`config.mk`:
```
export PLATFORM = sky130hd
export DESIGN_NAME = mem_walker
export DESIGN_NICKNAME = d
export VERILOG_FILES = /design/src/rtl/mem_walker_pkg.sv /design/src/rtl/mem_walker_lfsr32.sv /design/src/rtl/mem_walker.sv
export SDC_FILE = /design/constraint.sdc
export NUM_CORES = 1
export LEC_CHECK = 0
export BUFFER_PORTS_ARGS = -buffer_cell sky130_fd_sc_hd__buf_2
export CAP_MARGIN = 10
export CELL_PAD_IN_SITES_DETAIL_PLACEMENT = 0
export CELL_PAD_IN_SITES_GLOBAL_PLACEMENT = 2
export CORE_MARGIN = 3
export CORE_UTILIZATION = 33
export CTS_CLUSTER_SIZE = 16
export DETAILED_ROUTE_END_ITERATION = 10
export GPL_TIMING_DRIVEN = 0
export PLACE_DENSITY = 0.79
export REMOVE_ABC_BUFFERS = 1
export SLEW_MARGIN = 20
export SYNTH_ARGS = -nofsm -noshare
export SYNTH_HDL_FRONTEND = slang
export SYNTH_HIERARCHICAL = 1
export SYNTH_SLANG_ARGS = --single-unit
export TNS_END_PERCENT = 5
```
`constraint.sdc`:
```
create_clock -name clk -period 4.84 [get_ports clk]
set_input_delay 0.726 -clock clk [delete_from_list [all_inputs] [get_ports clk]]
set_output_delay 0.726 -clock clk [all_outputs]
set_load 0.01 [all_outputs]
```
`src/rtl/mem_walker_pkg.sv`:
```
// Shared definitions for the memory walker: state encoding, pattern LFSR taps and word stride.
package mem_walker_pkg;

    typedef enum logic [2:0] {
        S_IDLE     = 3'd0,
        S_WR_ISSUE = 3'd1,
        S_WR_WAIT  = 3'd2,
        S_RD_ISSUE = 3'd3,
        S_RD_WAIT  = 3'd4,
        S_DONE     = 3'd5
    } state_t;

    localparam logic [31:0] LFSR_MASK   = 32'h0040_0007;
    localparam logic [31:0] WORD_STRIDE = 32'd4;

    // Galois step: left shift, taps folded in when the bit shifted out was 1.
    function automatic logic [31:0] lfsr_step(input logic [31:0] v);
        return {v[30:0], 1'b0} ^ (v[31] ? LFSR_MASK : 32'h0);
    endfunction

endpackage

```
`src/rtl/mem_walker_lfsr32.sv`:
```
// 32-bit Galois LFSR pattern source; a zero seed is replaced by 1 so the sequence never locks up.
module lfsr32
    import mem_walker_pkg::*;
(
    input  logic        clk,
    input  logic        rst_n,
    input  logic        load_i,
    input  logic [31:0] seed_i,
    input  logic        adv_i,
    output logic [31:0] value_o
);

    logic [31:0] value_q;

    always_ff @(posedge clk) begin
        if (!rst_n) begin
            value_q <= 32'h0;
        end else if (load_i) begin
            value_q <= (seed_i == 32'h0) ? 32'h1 : seed_i;
        end else if (adv_i) begin
            value_q <= lfsr_step(value_q);
        end
    end

    assign value_o = value_q;

endmodule

```
`src/rtl/mem_walker.sv`:
```
// Memory-test initiator: writes a pattern over a word range through the cache, reads it back and compares.
// Optional MEM_WALKER_LFSR_EN selects an LFSR pattern instead of address ^ seed.
module mem_walker
    import mem_walker_pkg::*;
#(
    parameter int COUNT_BITWIDTH     = 16,
    parameter int ERR_COUNT_BITWIDTH = 16,
    parameter int TIMEOUT_CYCLES     = 1024
) (
    input  logic                          clk,
    input  logic                          rst_n,
    input  logic                          start,
    input  logic [31:0]                   base_address,
    input  logic [COUNT_BITWIDTH-1:0]     word_count,
    input  logic [31:0]                   seed,
    output logic                          active,
    output logic                          done,
    output logic                          pass,
    output logic [ERR_COUNT_BITWIDTH-1:0] error_count,
    output logic [31:0]                   first_error_address,
    output logic                          timeout,
    output logic [31:0]                   address,
    output logic [31:0]                   data_in,
    output logic [3:0]                    write_enable,
    input  logic [31:0]                   data_out,
    input  logic                          data_out_ready,
    input  logic                          busy
);

    localparam int          TW    = $clog2(TIMEOUT_CYCLES + 1);
    localparam logic [TW-1:0] TLOAD = TW'(TIMEOUT_CYCLES - 1);

    state_t                        state_q;
    logic [COUNT_BITWIDTH:0]       i_q, i_d;
    logic [COUNT_BITWIDTH-1:0]     count_q;
    logic [31:0]                   base_q, seed_q, addr_q, addr_d, data_q;
    logic [TW-1:0]                 tmr_q;
    logic [3:0]                    we_q;
    logic                          active_q, done_q, pass_q, timeout_q;
    logic [ERR_COUNT_BITWIDTH-1:0] err_q;
    logic [31:0]                   first_q;
    logic [31:0]                   base_start, pat_start, pat_cur, pat_d;
    logic                          wr_done, rd_done, last_w, mismatch;

    assign base_start = base_address & 32'hFFFF_FFFC;
    assign i_d        = i_q + 1'b1;
    assign addr_d     = base_q + 32'(i_d) * WORD_STRIDE;
    assign wr_done    = !busy;
    assign rd_done    = !busy && data_out_ready;
    assign last_w     = (i_d == {1'b0, count_q});

`ifdef MEM_WALKER_LFSR_EN
    logic        lfsr_load, lfsr_adv;
    logic [31:0] lfsr_val;

    assign lfsr_load = (state_q == S_IDLE && start) ||
                       (state_q == S_WR_WAIT && wr_done && last_w);
    assign lfsr_adv  = (state_q == S_WR_WAIT && wr_done && !last_w) ||
                       (state_q == S_RD_WAIT && rd_done);

    lfsr32 u_lfsr (
        .clk     (clk),
        .rst_n   (rst_n),
        .load_i  (lfsr_load),
        .seed_i  ((state_q == S_IDLE) ? seed : seed_q),
        .adv_i   (lfsr_adv),
        .value_o (lfsr_val)
    );

    assign pat_start = (seed == 32'h0) ? 32'h1 : seed;
    assign pat_cur   = lfsr_val;
    assign pat_d     = lfsr_step(lfsr_val);
`else
    assign pat_start = base_start ^ seed;
    assign pat_cur   = addr_q ^ seed_q;
    assign pat_d     = addr_d ^ seed_q;
`endif

    assign mismatch = (data_out != pat_cur);

    always_ff @(posedge clk) begin
        if (!rst_n) begin
            state_q   <= S_IDLE;
            i_q       <= '0;
            count_q   <= '0;
            base_q    <= 32'h0;
            seed_q    <= 32'h0;
            tmr_q     <= '0;
            addr_q    <= 32'h0;
            data_q    <= 32'h0;
            we_q      <= 4'h0;
            active_q  <= 1'b0;
            done_q    <= 1'b0;
            pass_q    <= 1'b0;
            err_q     <= '0;
            first_q   <= 32'h0;
            timeout_q <= 1'b0;
        end else begin
            done_q <= 1'b0;
            case (state_q)
                S_IDLE: begin
                    if (start) begin
                        base_q    <= base_start;
                        count_q   <= word_count;
                        seed_q    <= seed;
                        i_q       <= '0;
                        pass_q    <= 1'b0;
                        err_q     <= '0;
                        first_q   <= 32'h0;
                        timeout_q <= 1'b0;
                        if (word_count == '0) begin
                            state_q <= S_DONE;
                            done_q  <= 1'b1;
                            pass_q  <= 1'b1;
                        end else begin
                            state_q  <= S_WR_ISSUE;
                            active_q <= 1'b1;
                            addr_q   <= base_start;
                            data_q   <= pat_start;
                            we_q     <= 4'hF;
                        end
                    end
                end
                S_WR_ISSUE: begin
                    tmr_q   <= TLOAD;
                    state_q <= S_WR_WAIT;
                end
                S_WR_WAIT: begin
                    if (wr_done) begin
                        if (last_w) begin
                            i_q     <= '0;
                            addr_q  <= base_q;
                            we_q    <= 4'h0;
                            state_q <= S_RD_ISSUE;
                        end else begin
                            i_q     <= i_d;
                            addr_q  <= addr_d;
                            data_q  <= pat_d;
                            state_q <= S_WR_ISSUE;
                        end
                    end else if (tmr_q == '0) begin
                        timeout_q <= 1'b1;
                        we_q      <= 4'h0;
                        active_q  <= 1'b0;
                        done_q    <= 1'b1;
                        pass_q    <= 1'b0;
                        state_q   <= S_DONE;
                    end else begin
                        tmr_q <= tmr_q - TW'(1);
                    end
                end
                S_RD_ISSUE: begin
                    tmr_q   <= TLOAD;
                    state_q <= S_RD_WAIT;
                end
                S_RD_WAIT: begin
                    if (rd_done) begin
                        if (mismatch) begin
                            if (err_q != '1) err_q <= err_q + ERR_COUNT_BITWIDTH'(1);
                            if (err_q == '0) first_q <= addr_q;
                        end
                        if (last_w) begin
                            active_q <= 1'b0;
                            done_q   <= 1'b1;
                            pass_q   <= !mismatch && (err_q == '0);
                            state_q  <= S_DONE;
                        end else begin
                            i_q     <= i_d;
                            addr_q  <= addr_d;
                            state_q <= S_RD_ISSUE;
                        end
                    end else if (tmr_q == '0) begin
                        timeout_q <= 1'b1;
                        active_q  <= 1'b0;
                        done_q    <= 1'b1;
                        pass_q    <= 1'b0;
                        state_q   <= S_DONE;
                    end else begin
                        tmr_q <= tmr_q - TW'(1);
                    end
                end
                S_DONE:  state_q <= S_IDLE;
                default: state_q <= S_IDLE;
            endcase
        end
    end

    assign active              = active_q;
    assign done                = done_q;
    assign pass                = pass_q;
    assign error_count         = err_q;
    assign first_error_address = first_q;
    assign timeout             = timeout_q;
    assign address             = addr_q;
    assign data_in             = data_q;
    assign write_enable        = we_q;

endmodule

```
-- Yosys cells after proc, flatten, opt, wreduce, memory -nomap -nowiden
Index checks and enable logic that the tools add are counted.
Widths: inputs -> output; s select.
- bitwise operators: 3
- add/subtract/negate cells: 4
- mux-type cells: 71
- shift operators: 0
- eq/ne operators: 21
- reductions and logical operators: 24
- multiply operators: 0
- div/mod/pow operators: 0
- magnitude comparators: 0
- operators with widths (kind ; number):
    $mux 32 ; 14
    $pmux 32 s2 ; 2
    $pmux 32 s3 ; 1
    $xor 32x32->32 ; 3
    $mux 17 ; 5
    $mux 16 ; 4
    $pmux 17 s3 ; 1
    $mux 11 ; 3
    $pmux 11 s3 ; 1
    $add 32x19->32 ; 1
    $logic_not 16->1 ; 2
    $ne 32x32->1 ; 1
    $pmux 16 s2 ; 1
    $reduce_and 5->1 ; 6
    $ne 2x2->1 const B ; 11
    $mux 1 ; 21
    $mux 4 ; 5
    $mux 3 ; 6
    $add 17x1->17 const B ; 1
    $eq 17x16->1 ; 1
    $add 16x1->16 const B ; 1
    $ne 16x16->1 const B ; 1
    $pmux 3 s5 ; 1
    $pmux 1 s3 ; 4
    18 further kinds ; 26
- memories: 0
- logic and storage cells: 138
- latch bits: 0
- input port bits: 117
- ROM bits: 0
- register bits after elaboration: 229
- RAM bits: 0

-- Longest topological paths before layout
Gate-level depths: netlist of the first run.
- word-level depth: 7
- gate-level depth with buffers: 15
- depth with buffers taken out: 15

-- Worst setup path before layout of the first run
No wires, ideal clock.
- kind: register -> register
- from: reg i_q[1]
- to: reg data_q[24] (netlist: data_in[24])
- slack: 1390 ps
- data required time: 4721 ps
- clock period less this slack: 3450 ps
- setup time: 119 ps
- arrival: 3331 ps
- stages on the path, launching flop included: 15
- cells stage by stage: dfxtp_1 ha_1 nand3_1 nor4_2 xnor2_1 inv_1 ha_1 nand2_1 o21ai_0 o311a_1 o21ai_0 nor2_1 xnor3_1 o21ai_0 o2bb2ai_1
- longest elaborated chain between the ends: 6
- elaborated cells between the ends (all ways): 9
- those cells by class: add/sub (2); eq/ne (2); mux (3); bitwise (1); reduce/logical (1)
- RTL lines (what ; RTL line ; source):
    start, declared ; mem_walker.sv:34 ; logic [COUNT_BITWIDTH:0] i_q, i_d;
    start signal, assigned ; mem_walker.sv:136 ; i_q <= i_d;
    start signal, assigned ; mem_walker.sv:168 ; i_q <= i_d;
    $add 17x1->17 * ; mem_walker.sv:46 ; assign i_d = i_q + 1'b1;
    $add 32x19->32 ; mem_walker.sv:47 ; assign addr_d = base_q + 32'(i_d) * WORD_STRIDE;
    $xor 32x32->32 ; mem_walker.sv:76 ; assign pat_d = addr_d ^ seed_q;
    $mux 32 ; mem_walker.sv:130 ; if (last_w) begin
    $mux 32 ; mem_walker.sv:129 ; if (wr_done) begin
    $pmux 32 s2 ; mem_walker.sv:100 ; case (state_q)
    end signal, assigned ; mem_walker.sv:119 ; data_q <= pat_start;
    end signal, assigned ; mem_walker.sv:138 ; data_q <= pat_d;
    end, declared ; mem_walker.sv:36 ; logic [31:0] base_q, seed_q, addr_q, addr_d, data_q;
Every way passes the cells marked *; elsewhere a longest branch is shown, timed or not. The select of a mux whose other input is x is not followed.
A chain may end at the register's enable or synchronous reset.

-- Final worst setup path of the first run
- from: reg i_q[0]
- to: reg data_q[24] (netlist: data_in[24])
Same word-level chain as after synthesis.

==> qor.txt, run 1 <==
Mapped Avg Cell Area: 8.07 µm²
Hold Path End: seed_q[0]$_SDFFE_PN0P_
Area of the die: 41900 µm²
DRT Wirelength: 46.9 mm
Layout area overhead: 21.5%
Site row count: 72
WP data arrival: 4.84 ns
Synthesized cell area: 13000 µm²
Tmin final: 4.38 ns
First-pass GRT wire length: 71.7 mm
Area leader, netlist: dfxtp_1
Ys flop type: dfxtp_1
Slew @ Worst Pin: 0.937 ns
H-tree levels: 1
Layout cells sized above 1: 19.2%
Chip width: 205 µm
Max VDD drop: 0.000270 V
Syn. warnings: 6
Final number of setup-violating endpoints: 0
CP endpoint kind: register
Antenna-violating nets left: 0
GRT overflow: 0
Setup bufs post-CTS: 0
Reg clk slew, reported paths: 0.06 ns
Drt first-iter violations: 739
Nets@finish: 1928
Final hold slack: 0.404 ns
Hold path depth: 3
Finished Layout Cells: 2325
Cell depth of the worst flop-to-flop path: 15
Die height: 205 µm
Kind of critical path: reg2reg
Seq/Total Area, Yosys: 34.1%
Post-synthesis register bit count: 222
Post-DP HPWL: 34.1 mm
Worst Setup Start Kind: register
Area of the multi-input gates: 8060 µm²
Synth top area share: 34.1%
R2r endpoint: data_in[24]$_SDFFE_PN0P_
Critical-path top delay cell: dfxtp_1
Clk_lat worst skew: 0.57 ns
Reg area: 4450 µm²
Core area: 38800 µm²
Critical Path Source: i_q[0]$_SDFFE_PN0P_
Leakage power: 6.71 nW
TritonCTS clock tree: done
Max_slew headroom: 37.0%
Setup Skew: 0.0325 ns
CTS sink cnt: 222
# fillers: 4064
Outcome: finished, final reports clean
CP required: 5.30 ns
Crit share post-route: 90.5%
All-layer global routing usage: 21.8%
DRT Pass-1 Iters: 4
CTS root buf: clkbuf_16
Maxcap violations: 0
Top post-synthesis cells by area: dfxtp_1 (34%), nand2_1 (7.8%), xnor2_1 (6.5%)
Hold Violations, Final: 0
Reg-to-Reg Start: i_q[0]$_SDFFE_PN0P_
Vias in the first global route: 12.0k
Slew Viols, Final: 0
Post-Synthesis Cells: 1613
Cell variety after synth: 81
DR vias/cell: 5.28
Clk buf depth: 3
Post-synth EDFFs: 0
Critical path, cell by cell: ha_1 -> nand3_2 -> nor4_4 -> xnor2_1 -> inv_1 -> ha_1 -> nand2_1 -> o21ai_0 -> a21o_1 -> o311a_1 -> o21ai_1 -> nor2_1 -> xnor3_1 -> o21ai_0 -> o2bb2ai_1
Vias: 12.3k
Worst Hold Launch: seed[0]
Reg2reg setup slack: 0.46 ns
Total power: 5.43 mW
WL/cell: 20.2 µm
Initial antenna violation count: 3
Final Core Density: 40.7%
CTS Buf Count: 29
Unrepaired setup endpoints after global routing: false
Fmax: 228 MHz
Dpl cells: 2275
CP peak stage delay: 0.54 ns
Largest net degree at the start of global routing: 80
Worst hold path type: in2reg
Initial Util: 33.5%
Ports: 237
Critical Path Fanout Max: 9
# DRC: 0
RD Place Congestion: 0.837
# port buffers: 230
Power density cells: 343 nW/µm²
Post-synth ARST share: 0%
[flip-flops by register name, summed over array words and instances (netlist names)]
signal / cells
tmr_q: 11
seed_q: 32
address: 30
done: 1
count_q: 16
pass: 1
i_q: 17
write_enable: 1
first_error_address: 30
data_in: 32
state_q: 3
timeout: 1
base_q: 30
error_count: 16
active: 1
[power by group]
group / total [mW] / switching, mW / internal (mW)
clock network: 2.07 / 0.848 / 1.23
registers: 2.13 / 0.154 / 1.97
logic: 1.23 / 0.696 / 0.530
total: 5.43 / 1.70 / 3.73
[worst max-delay path: cells and delay by family (launching register included)]
kind	cells	cell delay, ns
compound gates	6	1.22
simple gates	4	1.11
fa+ha+maj	2	0.71
flops	1	0.54
xor+xnor	2	0.54
buf+inv	1	0.17
[synthesized netlist by cell type (6+ instances only)]
| master | n |
|---|---|
| xnor2_1 | 97 |
| ha_1 | 22 |
| and3_1 | 46 |
| o21a_1 | 7 |
| mux2i_1 | 36 |
| nor3b_1 | 6 |
| inv_1 | 31 |
| buf_2 | 13 |
| nand3_1 | 30 |
| nand4_1 | 16 |
| nor4_1 | 19 |
| a31oi_1 | 58 |
| nor2b_1 | 17 |
| mux2_2 | 6 |
| a21oi_1 | 154 |
| nor2_1 | 118 |
| nand2_1 | 272 |
| dfxtp_1 | 222 |
| xnor3_1 | 25 |
| clkbuf_1 | 83 |
| nand2b_1 | 12 |
| and4_1 | 8 |
| o211ai_1 | 28 |
| nor3_1 | 19 |
| and2_1 | 12 |
| a21o_1 | 6 |
| xor2_1 | 45 |
| a211oi_1 | 6 |
| o21ai_0 | 63 |
| buf_4 | 13 |
| a22oi_1 | 22 |
[routing by layer]
metal  routed length [µm]  track usage [%]  up-vias
met4                 1320             5.80        4
met5                   30                0        -
met3                 2440             3.38       74
li1                     -                -     6057
met1                21900             30.0     5825
met2                21200             35.6      322
[timing repair]
item,in CTS,in global routing
hold buffers,0,0
gates resized for setup,0,6
endpoints found under the setup margin,0,17
[cells by family after synthesis]
kind of cell / after synthesis / synth area share, %
AO/OA/AOI/OAI: 404 / 19.4
XOR/XNOR: 167 / 13.9
adder cells (fa/ha/maj): 23 / 2.27
buffers and inverters: 144 / 4.82
flip-flops: 222 / 34.1
multiplexers: 42 / 3.29
other: 1 / 0.0288
AND/OR/NAND/NOR: 610 / 22.2
[layout make-up]
class,instances,area share (%)
Multi-Input combinational cell,1250,50.9
Clock inverter,7,0.308
Sequential cell,222,28.1
Inverter,31,0.783
Tap cell,518,4.10
Antenna cell,1,0.0158
Clock buffer,42,5.47
Timing Repair Buffer,254,10.3
[worst max path at each step]
stage               slack, ns  cells after the start                                    to
detailed placement       0.07                     14              data_in[29]$_SDFFE_PN0P_
global placement       -11.90                      8   first_error_address[5]$_SDFFE_PN0P_
finish                   0.46                     15              data_in[24]$_SDFFE_PN0P_
floorplan               -3.03                      8  first_error_address[10]$_SDFFE_PN0P_
global route             0.11                     15              data_in[24]$_SDFFE_PN0P_
CTS                      0.08                     14              data_in[29]$_SDFFE_PN0P_
[cell usage in the layout, fill, tap and decap left out, drive strengths merged, types with 45 or more instances in the layout]
cell	netlist	routed
a21oi	154	154
buf	30	254
a31oi	59	59
o21ai	66	66
and3	46	46
nand2	274	274
dfxtp	222	222
xor2	45	45
nor2	120	120
xnor2	97	97
[stage by stage]
stage / TNS, ns / cell area [µm²] / setup WS (ns)
6_report: 0 / 15800 / 0.460
5_1_grt: 0 / 15800 / 0.110
4_1_cts: 0 / 15800 / 0.0804
3_5_place_dp: 0 / 14900 / 0.0743
3_3_place_gp: -1901.97 / 14300 / -11.90
2_1_floorplan: -366.20 / 12500 / -3.03
(Power assumes the default switching activity.)
==> run 2: changes to the inputs <==
--- a/config.mk
+++ b/config.mk
@@ -12,7 +12,7 @@
 export CORE_MARGIN = 3
-export CORE_UTILIZATION = 33
-export CTS_CLUSTER_SIZE = 16
+export CORE_UTILIZATION = 34
+export CTS_BUF_LIST = sky130_fd_sc_hd__clkbuf_4 sky130_fd_sc_hd__clkbuf_8
 export DETAILED_ROUTE_END_ITERATION = 10
 export GPL_TIMING_DRIVEN = 0
-export PLACE_DENSITY = 0.79
+export PLACE_DENSITY = 0.81
 export REMOVE_ABC_BUFFERS = 1
--- a/constraint.sdc
+++ b/constraint.sdc
@@ -3,2 +3,2 @@
 set_output_delay 0.726 -clock clk [all_outputs]
-set_load 0.01 [all_outputs]
+set_load 0.02 [all_outputs]
==> qor.txt, run 2 (synthesis gave the netlist of run 1 again) <==
Sw Ratio: 31.5% (+0.22 points)
Core area: 37700 µm² (-3.0%)
Switching power: 1.73 mW (+1.9%)
Fmax: 217 MHz (-5.1%)
CTS Buf Count: 44 (+52%)
Pint: 3.76 mW (+0.89%)
Worst Setup Start Kind: register
DRT Pass-1 Iters: 5 (+1)
Most frequent CP cell: nor4_1
WL/cell: 19.4 µm (-3.6%)
First-pass GRT wire length: 69.7 mm (-2.8%)
Layout area overhead: 21.4% (about the same)
TritonCTS clock tree: done
Drt first-iter violations: 714 (-3.4%)
Crit path max-delay family: simple AND/OR/NAND/NOR gates
Post-DP HPWL: 33.1 mm (-3.0%)
Commonest non-fill, non-tap cell in the layout: nand2_1
Chip width: 202 µm (-1.4%)
Slew Viols, Final: 0 (unchanged)
Gate power share: 23.1% (+0.5 points)
GRT overflow: 0 (unchanged)
Reg clk slew, reported paths: 0.06 ns (about the same)
Outcome: finished, final reports clean
Clk_lat worst skew: 0.56 ns (about the same)
Hold Violations, Final: 0 (unchanged)
Layout cells sized above 1: 20.1% (+0.94 points)
Area of the multi-input gates: 8030 µm² (-0.30%)
Unrepaired setup endpoints after global routing: true
Post-route cell area: 15800 µm² (about the same)
Leakage power: 6.74 nW (+0.36%)
Setup Skew: 0.0235 ns (-0.00901 ns)
Site row count: 71 (-1.4%)
Critical Path Fanout Max: 11 (+2)
CTS sink cnt: 222 (unchanged)
CTS root buf: clkbuf_8
DR vias/cell: 5.27 (-0.18%)
Vias: 12.3k (+0.42%)
Met1 Use GR: 29.7% (-0.26 points)
Clk pwr share: 38.2% (about the same)
CP peak stage delay: 0.83 ns (+0.29 ns)
DRT Wirelength: 45.5 mm (-3.1%)
CP endpoint kind: register
Reg2reg setup slack: 0.22 ns (-0.24 ns)
Initial Util: 34.6% (+1.0 points)
Nets@finish: 1945 (+0.88%)
Finished Layout Cells: 2339 (+0.60%)
Kind of critical path: reg2reg
Met3 global-route usage: 4.35% (+0.97 points)
Die height: 202 µm (-1.4%)
Grt peak-use layer: met2
H-tree levels: 2 (+1)
Commonest non-fill, non-tap cells in the layout: nand2_1 (270), buf_2 (230), dfxtp_1 (221), a21oi_1 (152), nor2_1 (116)
Dpl cells: 2270 (-0.22%)
Reg power frac: 38.7% (-0.5 points)
Tmin final: 4.62 ns (+0.236 ns)
Power density cells: 348 nW/µm² (+1.3%)
Max VDD drop: 0.000153 V (-43%)
Initial antenna violation count: 4 (+1)
Worst hold path type: in2reg
Crit share post-route: 95.4% (+4.9 points)
Hold Buf Count CTS: 0 (unchanged)
GR Util met2: 35.2% (-0.43 points)
Buf/Inv on CP: 0 (-1)
CP required: 5.33 ns (+0.03 ns)
Slew @ Worst Pin: 0.911 ns (-0.0256 ns)
Max_slew headroom: 38.7% (+1.7 points)
Largest net degree at the start of global routing: 90 (+13%)
# fillers: 3965 (-2.4%)
Critical-path top delay cell: o21ai_1
Antenna-violating nets left: 0 (unchanged)
Final number of setup-violating endpoints: 0 (unchanged)
Ports: 237 (unchanged)
Critical path, cell by cell: ha_1 -> nand3_1 -> nor4_1 -> xor2_1 -> nor4_1 -> and3_1 -> and2_1 -> o21ai_1 -> a32oi_1 -> a31oi_1
Vias in the first global route: 11.6k (-3.2%)
Maxcap violations: 0 (unchanged)
Clk buf depth: 3 (unchanged)
RD Place Congestion: 0.832 (-0.57%)
Area of the die: 40700 µm² (-2.9%)
Placed cell area: 14900 µm² (about the same)
Reg area: 4450 µm² (unchanged)
# DRC: 0 (unchanged)
WP data arrival: 5.10 ns (+0.26 ns)
Final hold slack: 0.413 ns (+0.00947 ns)
All-layer global routing usage: 21.6% (-0.18 points)
# port buffers: 230 (unchanged)
[run 2: path summary, 6_finish.rpt]
kind	start	endpoint	cells past startpoint
setup reg to reg	i_q[0]$_SDFFE_PN0P_	address[25]$_SDFFE_PN0P_	10
setup / recovery	i_q[0]$_SDFFE_PN0P_	address[25]$_SDFFE_PN0P_	10
hold / removal	word_count[10]	count_q[10]$_SDFFE_PN0P_	3
hold reg to reg	data_in[12]$_SDFFE_PN0P_	data_in[12]$_SDFFE_PN0P_	2
[run 2: worst min-delay path, cell delays in order]
cell and delay, ns:
buf_2 0.11, nand2_1 0.05, a21oi_1 0.05
[run 2: metrics by stage]
stage               setup slack (ns)   TNS, ns  utilization, %  power, mW
floorplan                      -3.03   -366.24               -       2.91
global placement              -11.16  -1768.03            38.0       3.37
detailed placement            0.0504         0            39.5       3.44
CTS                           0.0383         0            41.9       5.57
global route                -0.00424  -0.00424            42.0       5.77
finish                         0.224         0            42.0       5.49
[run 2: area by class of cell]
type | count | share of cell area (%)
sequential | 222 | 28.1
multi-input combinational | 1250 | 50.8
inverter | 31 | 0.784
tap | 511 | 4.04
timing repair buffer | 256 | 10.3
clock inverter | 7 | 0.855
antenna | 2 | 0.0317
clock buffer | 60 | 5.03
[run 2: power groups by stage]
stage               Clock (mW)  Combinational (mW)  Sequential (mW)
global placement             0                1.21             2.16
CTS                       2.16                1.28             2.13
detailed placement           0                1.28             2.16
floorplan                    0               0.702             2.21
global route              2.23                1.39             2.15
finish                    2.10                1.27             2.13
[run 2: layer usage]
layer,part of all wire [%],vias up
met2,46,355
li1,-,6070
met3,6.1,56
met1,47,5851
met5,0.024,-
met4,1.8,2
[run 2: timing repair]
action                     in CTS  in global routing
hold endpoints to repair        0                  0
gates resized for setup         0                  2
setup endpoints to repair       0                 12
setup buffers                   0                  0
